`src/rtl/servant_irq_sched.sv`:
```
// External-interrupt scheduler for the servant SoC bench: raises ext_irq on a cycle
// schedule, holds it until mret, and records per-handler latency and instruction count.
module servant_irq_sched #(
  parameter int unsigned INTERRUPT_TIME = 3000,
  parameter int unsigned PERIOD         = 0,
  parameter int unsigned MAX_IRQS       = 4,
  parameter int unsigned TIMEOUT        = 2000,
  parameter int unsigned CW             = 16
) (
  input  logic          wb_clk,
  input  logic          wb_rst_n,
  input  logic          i_en,
  input  logic          i_pc_vld,
  input  logic          i_mret,
  output logic          o_ext_irq,
  output logic          o_busy,
  output logic          o_done,
  output logic [7:0]    o_irq_cnt,
  output logic [CW-1:0] o_last_lat,
  output logic [CW-1:0] o_last_insns,
  output logic          o_timeout,
  output logic          o_spurious
);

  typedef enum logic [1:0] {IDLE, WAIT, PEND, DONE} state_e;

  localparam logic [31:0]   IT_LOAD  = INTERRUPT_TIME - 1;
  localparam logic [31:0]   PER_LOAD = PERIOD - 1;
  localparam logic [31:0]   TO_LAST  = TIMEOUT - 1;
  localparam logic [7:0]    MAX_CNT  = 8'(MAX_IRQS);
  localparam logic [CW-1:0] CMAX     = '1;

  state_e        state_q, state_d;
  logic [31:0]   timer_q, timer_d;
  logic          irq_q, irq_d;
  logic          busy_q, busy_d;
  logic          done_q, done_d;
  logic [7:0]    cnt_q, cnt_d;
  logic [CW-1:0] lat_q, lat_d;
  logic [CW-1:0] insn_q, insn_d;
  logic [CW-1:0] last_lat_q, last_lat_d;
  logic [CW-1:0] last_insns_q, last_insns_d;
  logic          timeout_q, timeout_d;
  logic          spur_q, spur_d;

  logic [CW-1:0] lat_inc, insn_inc;
  logic [7:0]    cnt_inc;

  always_comb begin
    lat_inc  = (lat_q  == CMAX)  ? lat_q  : lat_q  + 1'b1;
    insn_inc = (insn_q == CMAX)  ? insn_q : insn_q + 1'b1;
    cnt_inc  = (cnt_q  == 8'hFF) ? cnt_q  : cnt_q  + 8'd1;

    state_d      = state_q;
    timer_d      = timer_q;
    irq_d        = irq_q;
    cnt_d        = cnt_q;
    lat_d        = lat_q;
    insn_d       = insn_q;
    last_lat_d   = last_lat_q;
    last_insns_d = last_insns_q;
    timeout_d    = timeout_q;
    spur_d       = spur_q;

    case (state_q)
      IDLE: begin
        if (i_en) begin
          state_d   = WAIT;
          timer_d   = IT_LOAD;
          cnt_d     = '0;
          timeout_d = 1'b0;
          spur_d    = 1'b0;
        end
      end
      WAIT: begin
        if (!i_en) begin
          state_d = IDLE;
        end else if (timer_q == '0) begin
          state_d = PEND;
          irq_d   = 1'b1;
          lat_d   = '0;
          insn_d  = '0;
        end else begin
          timer_d = timer_q - 32'd1;
        end
      end
      PEND: begin
        // Priority: abort, then mret (beats a coincident timeout), then timeout.
        if (!i_en) begin
          state_d = IDLE;
          irq_d   = 1'b0;
        end else if (i_mret) begin
          irq_d        = 1'b0;
          cnt_d        = cnt_inc;
          last_lat_d   = lat_inc;
          last_insns_d = i_pc_vld ? insn_inc : insn_q;
          if (PERIOD == 0 || cnt_inc >= MAX_CNT) begin
            state_d = DONE;
          end else begin
            state_d = WAIT;
            timer_d = PER_LOAD;
          end
        end else if (32'(lat_q) == TO_LAST) begin
          timeout_d = 1'b1;
          irq_d     = 1'b0;
          state_d   = DONE;
        end else begin
          lat_d = lat_inc;
          if (i_pc_vld) insn_d = insn_inc;
        end
      end
      DONE: begin
        if (!i_en) state_d = IDLE;
      end
      default: state_d = IDLE;
    endcase

    if (i_mret && !irq_q) spur_d = 1'b1;

    busy_d = (state_d == WAIT) || (state_d == PEND);
    done_d = (state_d == DONE);
  end

  always_ff @(posedge wb_clk or negedge wb_rst_n) begin
    if (!wb_rst_n) begin
      state_q      <= IDLE;
      timer_q      <= '0;
      irq_q        <= 1'b0;
      busy_q       <= 1'b0;
      done_q       <= 1'b0;
      cnt_q        <= '0;
      lat_q        <= '0;
      insn_q       <= '0;
      last_lat_q   <= '0;
      last_insns_q <= '0;
      timeout_q    <= 1'b0;
      spur_q       <= 1'b0;
    end else begin
      state_q      <= state_d;
      timer_q      <= timer_d;
      irq_q        <= irq_d;
      busy_q       <= busy_d;
      done_q       <= done_d;
      cnt_q        <= cnt_d;
      lat_q        <= lat_d;
      insn_q       <= insn_d;
      last_lat_q   <= last_lat_d;
      last_insns_q <= last_insns_d;
      timeout_q    <= timeout_d;
      spur_q       <= spur_d;
    end
  end

  assign o_ext_irq    = irq_q;
  assign o_busy       = busy_q;
  assign o_done       = done_q;
  assign o_irq_cnt    = cnt_q;
  assign o_last_lat   = last_lat_q;
  assign o_last_insns = last_insns_q;
  assign o_timeout    = timeout_q;
  assign o_spurious   = spur_q;

endmodule

```
`config.mk`:
```
export PLATFORM = sky130hd
export DESIGN_NAME = servant_irq_sched
export DESIGN_NICKNAME = d
export VERILOG_FILES = /design/src/rtl/servant_irq_sched.sv
export SDC_FILE = /design/constraint.sdc
export NUM_CORES = 1
export LEC_CHECK = 0
export ABC_AREA = 1
export BUFFER_PORTS_ARGS = -buffer_cell sky130_fd_sc_hd__buf_4
export CAP_MARGIN = 20
export CORE_MARGIN = 2
export CORE_UTILIZATION = 61
export DETAILED_ROUTE_END_ITERATION = 8
export GPL_TIMING_DRIVEN = 0
export PLACE_DENSITY = 0.81
export SETUP_SLACK_MARGIN = 0.4
export SYNTH_ARGS = -nofsm -noshare
export SYNTH_HDL_FRONTEND = slang
export SYNTH_SLANG_ARGS = --single-unit
```
`constraint.sdc`:
```
create_clock -name wb_clk -period 2.55 [get_ports wb_clk]
set_clock_uncertainty 0.05 [all_clocks]
set_input_delay 0.255 -clock wb_clk [delete_from_list [all_inputs] [get_ports wb_clk]]
set_output_delay 0.255 -clock wb_clk [all_outputs]
set_load 0.02 [all_outputs]
```
[Word level (Yosys, flattened, before mapping)]
Index checks and enable logic that the tools add are counted.
Word-level totals
  bits in writable memories: 0
  output and inout bits: 45
  bits of input ports: 5
  bits in latches: 0
  bits in read-only memories: 0
  memories kept: 0
  word-level logic and storage cells: 97
  register bits after elaboration: 111
Cells by class
  $add $sub $neg: 4
  shifts and indexed selects: 0
  divide/modulo/power cells: 0
  bitwise logic cells: 0
  muxes and demuxes: 43
  multiply operators: 0
  magnitude comparators: 0
  eq/ne operators: 21
  reductions and logical operators: 17
Operators by type and width (count)
  two-way mux 16 bit: 11
  two-way mux 32 bit: 3
  case mux 16 bit (2 select lines): 2
  case mux 32 bit (2 select lines): 1
  adder 16 x 1 -> 16 bit, second input constant: 2
  equality test 16 bit, second input constant: 2
  zero test 32 bit: 1
  two-way mux 8 bit: 4
  subtractor 32 x 1 -> 32 bit, second input constant: 1
  != test 2 bit, second input constant: 10
  equality test 16 x 11 -> 1 bit, second input constant: 1
  case mux 8 bit (2 select lines): 1
  two-way mux 2 bit: 7
  two-way mux 1 bit: 11
  AND reduction 5 bit: 2
  nonzero test 2 bit: 5
  adder 8 x 1 -> 8 bit, second input constant: 1
  equality test 2 bit, second input constant: 4
  equality test 8 bit, second input constant: 1
  case mux 2 bit (4 select lines): 1
  AND reduction 4 bit: 2
  AND reduction 6 bit: 1
  equality test 2 x 1 -> 1 bit, second input constant: 2
  != test 4 bit, second input constant: 1
  7 further kinds: 8

[Longest topological paths before layout]
  depth in word-level cells: 7
  gate-level depth with buffers: 12
  mapped depth without buffers: 11

[Least setup slack after synthesis]
OpenSTA, ideal clock, no wires.
  kind: reg2reg
  start point: reg timer_q[0]
  end point: reg busy_q, in the netlist o_busy
  required time: 2.374 ns
  path buffers: 1
  stages on the path, launching flop included: 12
  arrival time: 1.826 ns
  slack: 0.548 ns
  library setup time: 0.126 ns
  cell sequence: dfrtp_1 inv_1 ha_1 nand2_2 nor2_4 nand2_2 nor2_4 nand2_2 nand2_4 buf_4 nand2_1 ha_1
Between the ends
  word-level cells in the longest chain between the ends: 6
  elaborated cells on any way between the ends: 7
  those cells by class: 2 x eq/ne; 3 x mux; 2 x reduce/logical
RTL lines
  from (decl): RTL line 34  | logic [31:0] timer_q, timer_d;
  from (signal assigned): RTL line 140  | timer_q <= timer_d;
  zero test 32 bit *: RTL line 78  | end else if (timer_q == '0) begin
  two-way mux 2 bit *: RTL line 78
  two-way mux 2 bit *: RTL line 76  | if (!i_en) begin
  case mux 2 bit (4 select lines) *: RTL line 65  | case (state_q)
  named net state_d[0]: RTL line 33  | state_e state_q, state_d;
  equality test 2 x 1 -> 1 bit or equality test 2 bit (tied branches): RTL line 120  | busy_d = (state_d == WAIT) || (state_d == PEND);
  logical OR 1 bit *: RTL line 120
  named net busy_d: RTL line 36  | logic busy_q, busy_d;
  to (signal assigned): RTL line 142  | busy_q <= busy_d;
  to (decl): RTL line 36
Mark *: on every way through the listed nets, which the timed path passes. The rest lies on a longest branch.
A chain may end at the register's enable or synchronous reset.

[Worst setup path after layout]
  start point: reg timer_q[18]
  end point: reg busy_q, in the netlist o_busy
Same word-level chain as after synthesis.

==> impl_metrics.csv <==
group,metric,value,unit
timing,relSlewSlack,0.506,
cts,cts_buffers,9,
floorplan,core,0.0104,mm²
timing,fmax,482,MHz
logic_synthesis,syn_inst,938,
status,outcome,"complete, no violations",
detailed_routing,drt-vias-per-instance,5.40,
flow_run,drv_cap,0,
cts,htreeDepth,3,
detailed_routing,first_pass_iters,5,
floorplan,initial_core_util,0.629,
timing,fin_crit_sh,0.814,
cts,clk_path_buf_depth,2,
logic_synthesis,synth.most_common_cell,"nand2_1",
pwr,p_leak,3.91,nW
cells_and_area,layout-drive-gt1-share,0.123,
cts,clock-sinks,111,
detailed_routing,avgRoutedWirePerCell,13.7,µm
pwr,pwr-share-clk,0.309,
timing,drv_slew,0,
timing,tns,0,ps
grt,grt_start_max_net_pins,58,
cts,worstSkewPairLatency,390,ps
placed_design,globalplace.congestion,0.928,
floorplan,io_pins,50,
logic_synthesis,synthFlopType,"dfrtp_1",
logic_synthesis,syn_nets,948,
worst_setup_path,arrival,2310,ps
cells_and_area,final_cell_area,0.00735,mm²
floorplan,dieWidth,107,µm
logic_synthesis,ys_seq_area_frac,0.426,
placed_design,dp_hpwl,11.5,mm
logic_synthesis,syn_avg_cell_area,6.96,µm²
logic_synthesis,async_flop_share,1.00,
cells_and_area,nets,1013,
timing,setup_violations,0,
grt,grtUsageTotal,0.285,
worst_setup_path,crit_required,2780,ps
hold_path,min_path_type,"input pin to flip-flop",
timing,fin_crit,2080,ps
logic_synthesis,synth_edf_count,0,
floorplan,dieArea,0.0115,mm²
grt,grt_pass1_vias,5608,
pwr,intPower,2.46,mW
logic_synthesis,synth_largest_area_cell,"dfrtp_1",
pwr,swShare,0.282,
worst_setup_path,critPathKind,"flip-flop to flip-flop",
detailed_routing,ant_nets,0,
pwr,power_frac_comb,0.141,
placed_design,io_buffers,48,
pwr,power_frac_seq,0.550,
timing,tightestPinTransition,741,ps
pwr,powerDensity,466,mW/mm²
cts,cts_root_buffer,"clkbuf_8",
grt,grt_overflow_total,0,
logic_synthesis,synth_top_area_frac,0.426,
logic_synthesis,synth_common_cells,"nand2_1 (351), nor2_1 (119), dfrtp_1 (111)",
worst_setup_path,end_kind,"flip-flop",
logic_synthesis,synth-seq-cells,111,
timing,hold_violations,0,
floorplan,rows,37,
cells_and_area,final_cells,1144,
floorplan,die_y,107,µm
cells_and_area,antenna_cells,0,
grt,antenna_found_initial,0,
pwr,ir_drop,0.000499,V
worst_setup_path,crit_fanout,10,
detailed_routing,drc,0,
timing,rsz0062_at_grt,"yes",
logic_synthesis,syn-cell-area,0.00653,mm²
cts,cts_tree,"built",
detailed_routing,vias,6182,
logic_synthesis,synthTopCellsByArea,"dfrtp_1 (43%), nand2_1 (20%), nand3_1 (7.7%)",
detailed_routing,wl,15.7,mm
logic_synthesis,ys_types,36,
pwr,switchingPower,966,µW
cts,path_clk_slew,100,ps
cells_and_area,area_delta_synth_final,12.6,%
detailed_routing,drt_first_iter_violations,424,
worst_setup_path,cp-start-kind,"flip-flop",
placed_design,place_inst,1123,
placed_design,placed_cell_area,0.00708,mm²
grt,grt_pass1_wl,26.2,mm
logic_synthesis,yosys_warnings,0,
-- path summary, 6_finish.rpt --
| kind | from | cells after the start | slack, ps | endpoint |
|---|---|---|---|---|
| max in group asynchronous | wb_rst_n | 3 | 1340 | lat_q[0] |
| min reg2reg | o_ext_irq | 1 | 430 | o_spurious |
| min | i_en | 3 | 110 | state_q[0] |
| min in group asynchronous | wb_rst_n | 2 | 400 | timer_q[30] |
| max reg2reg | timer_q[18] | 10 | 470 | o_busy |
| max | timer_q[18] | 10 | 470 | o_busy |
-- final cells by class --
type,count,area [µm²]
Fill cell,900,3020
Sequential cell,111,2780
Timing Repair Buffer,54,428
Clock buffer,11,131
Clock inverter,5,56.3
Tap cell,136,170
Buffer,25,153
Multi-Input combinational cell,716,3310
Inverter,86,323
-- worst max-delay path, stage by stage, from the launching register on --
cell	delay [ps]
dfrtp_1	440
nor2_1	160
nand2_1	110
nor2_2	190
nand2_1	150
nor2_4	120
nand2_2	70
nand2_4	120
buf_6	160
nand2_1	90
ha_1	300
-- repair_timing --
item,in CTS,in global routing
gates cloned,0,0
pin swaps,1,1
hold endpoints to repair,56,0
setup endpoints to repair,32,32
gates resized for setup,4,7
buffers inserted,0,4
hold buffers,1,0
-- cell families after synthesis --
logic type / after synthesis / share of synthesized area
AOI/OAI and AO/OA: 69 / 0.0621
buffers and inverters: 111 / 0.0711
DFF: 111 / 0.426
and+or+nand+nor: 615 / 0.395
adders and majority gates: 5 / 0.00959
xor gates and xnor gates: 27 / 0.0362
-- power groups by stage --
stage / logic [mW] / registers [mW] / clock network, mW
2_1_floorplan: 0.226 / 1.96 / 0
3_3_place_gp: 0.446 / 1.91 / 0
3_5_place_dp: 0.460 / 1.91 / 0
4_1_cts: 0.473 / 1.88 / 1.08
5_1_grt: 0.536 / 1.89 / 1.15
6_report: 0.483 / 1.88 / 1.06
-- stage by stage --
step	hold slack [ps]	total power [mW]	util	setup slack, ps
2_1_floorplan	-90.6	2.19	-	548
3_3_place_gp	415	2.36	0.681	216
3_5_place_dp	312	2.37	0.683	189
4_1_cts	99.6	3.43	0.704	436
5_1_grt	126	3.58	0.709	323
6_report	110	3.42	0.709	474
-- registers in the layout, indices dropped and copies added, names as in the netlist --
name          flops
o_spurious        1
o_ext_irq         1
o_done            1
lat_q            16
timer_q          32
o_last_lat       16
state_q           2
o_irq_cnt         8
o_last_insns     16
o_busy            1
insn_q           16
o_timeout         1
-- layer usage --
| metal | global-route usage | vias up | routed length (µm) |
|---|---|---|---|
| met2 | 0.458 | 159 | 7470 |
| li1 | - | 3108 | - |
| met5 | 0 | - | 0 |
| met3 | 0.0557 | 21 | 667 |
| met1 | 0.390 | 2894 | 7300 |
| met4 | 0.0934 | 0 | 262 |
-- placed cells by master, fill, tap and decap left out, types with 9 or more instances in the layout --
cell type / n
nand4_1: 14
a31oi_1: 10
o21ai_1: 19
nand3_1: 100
clkbuf_8: 9
nand2_1: 351
buf_2: 11
nor2_1: 116
dfrtp_1: 111
buf_4: 55
o21ai_0: 20
xor2_1: 21
inv_1: 78
(Power assumes the default switching activity.)
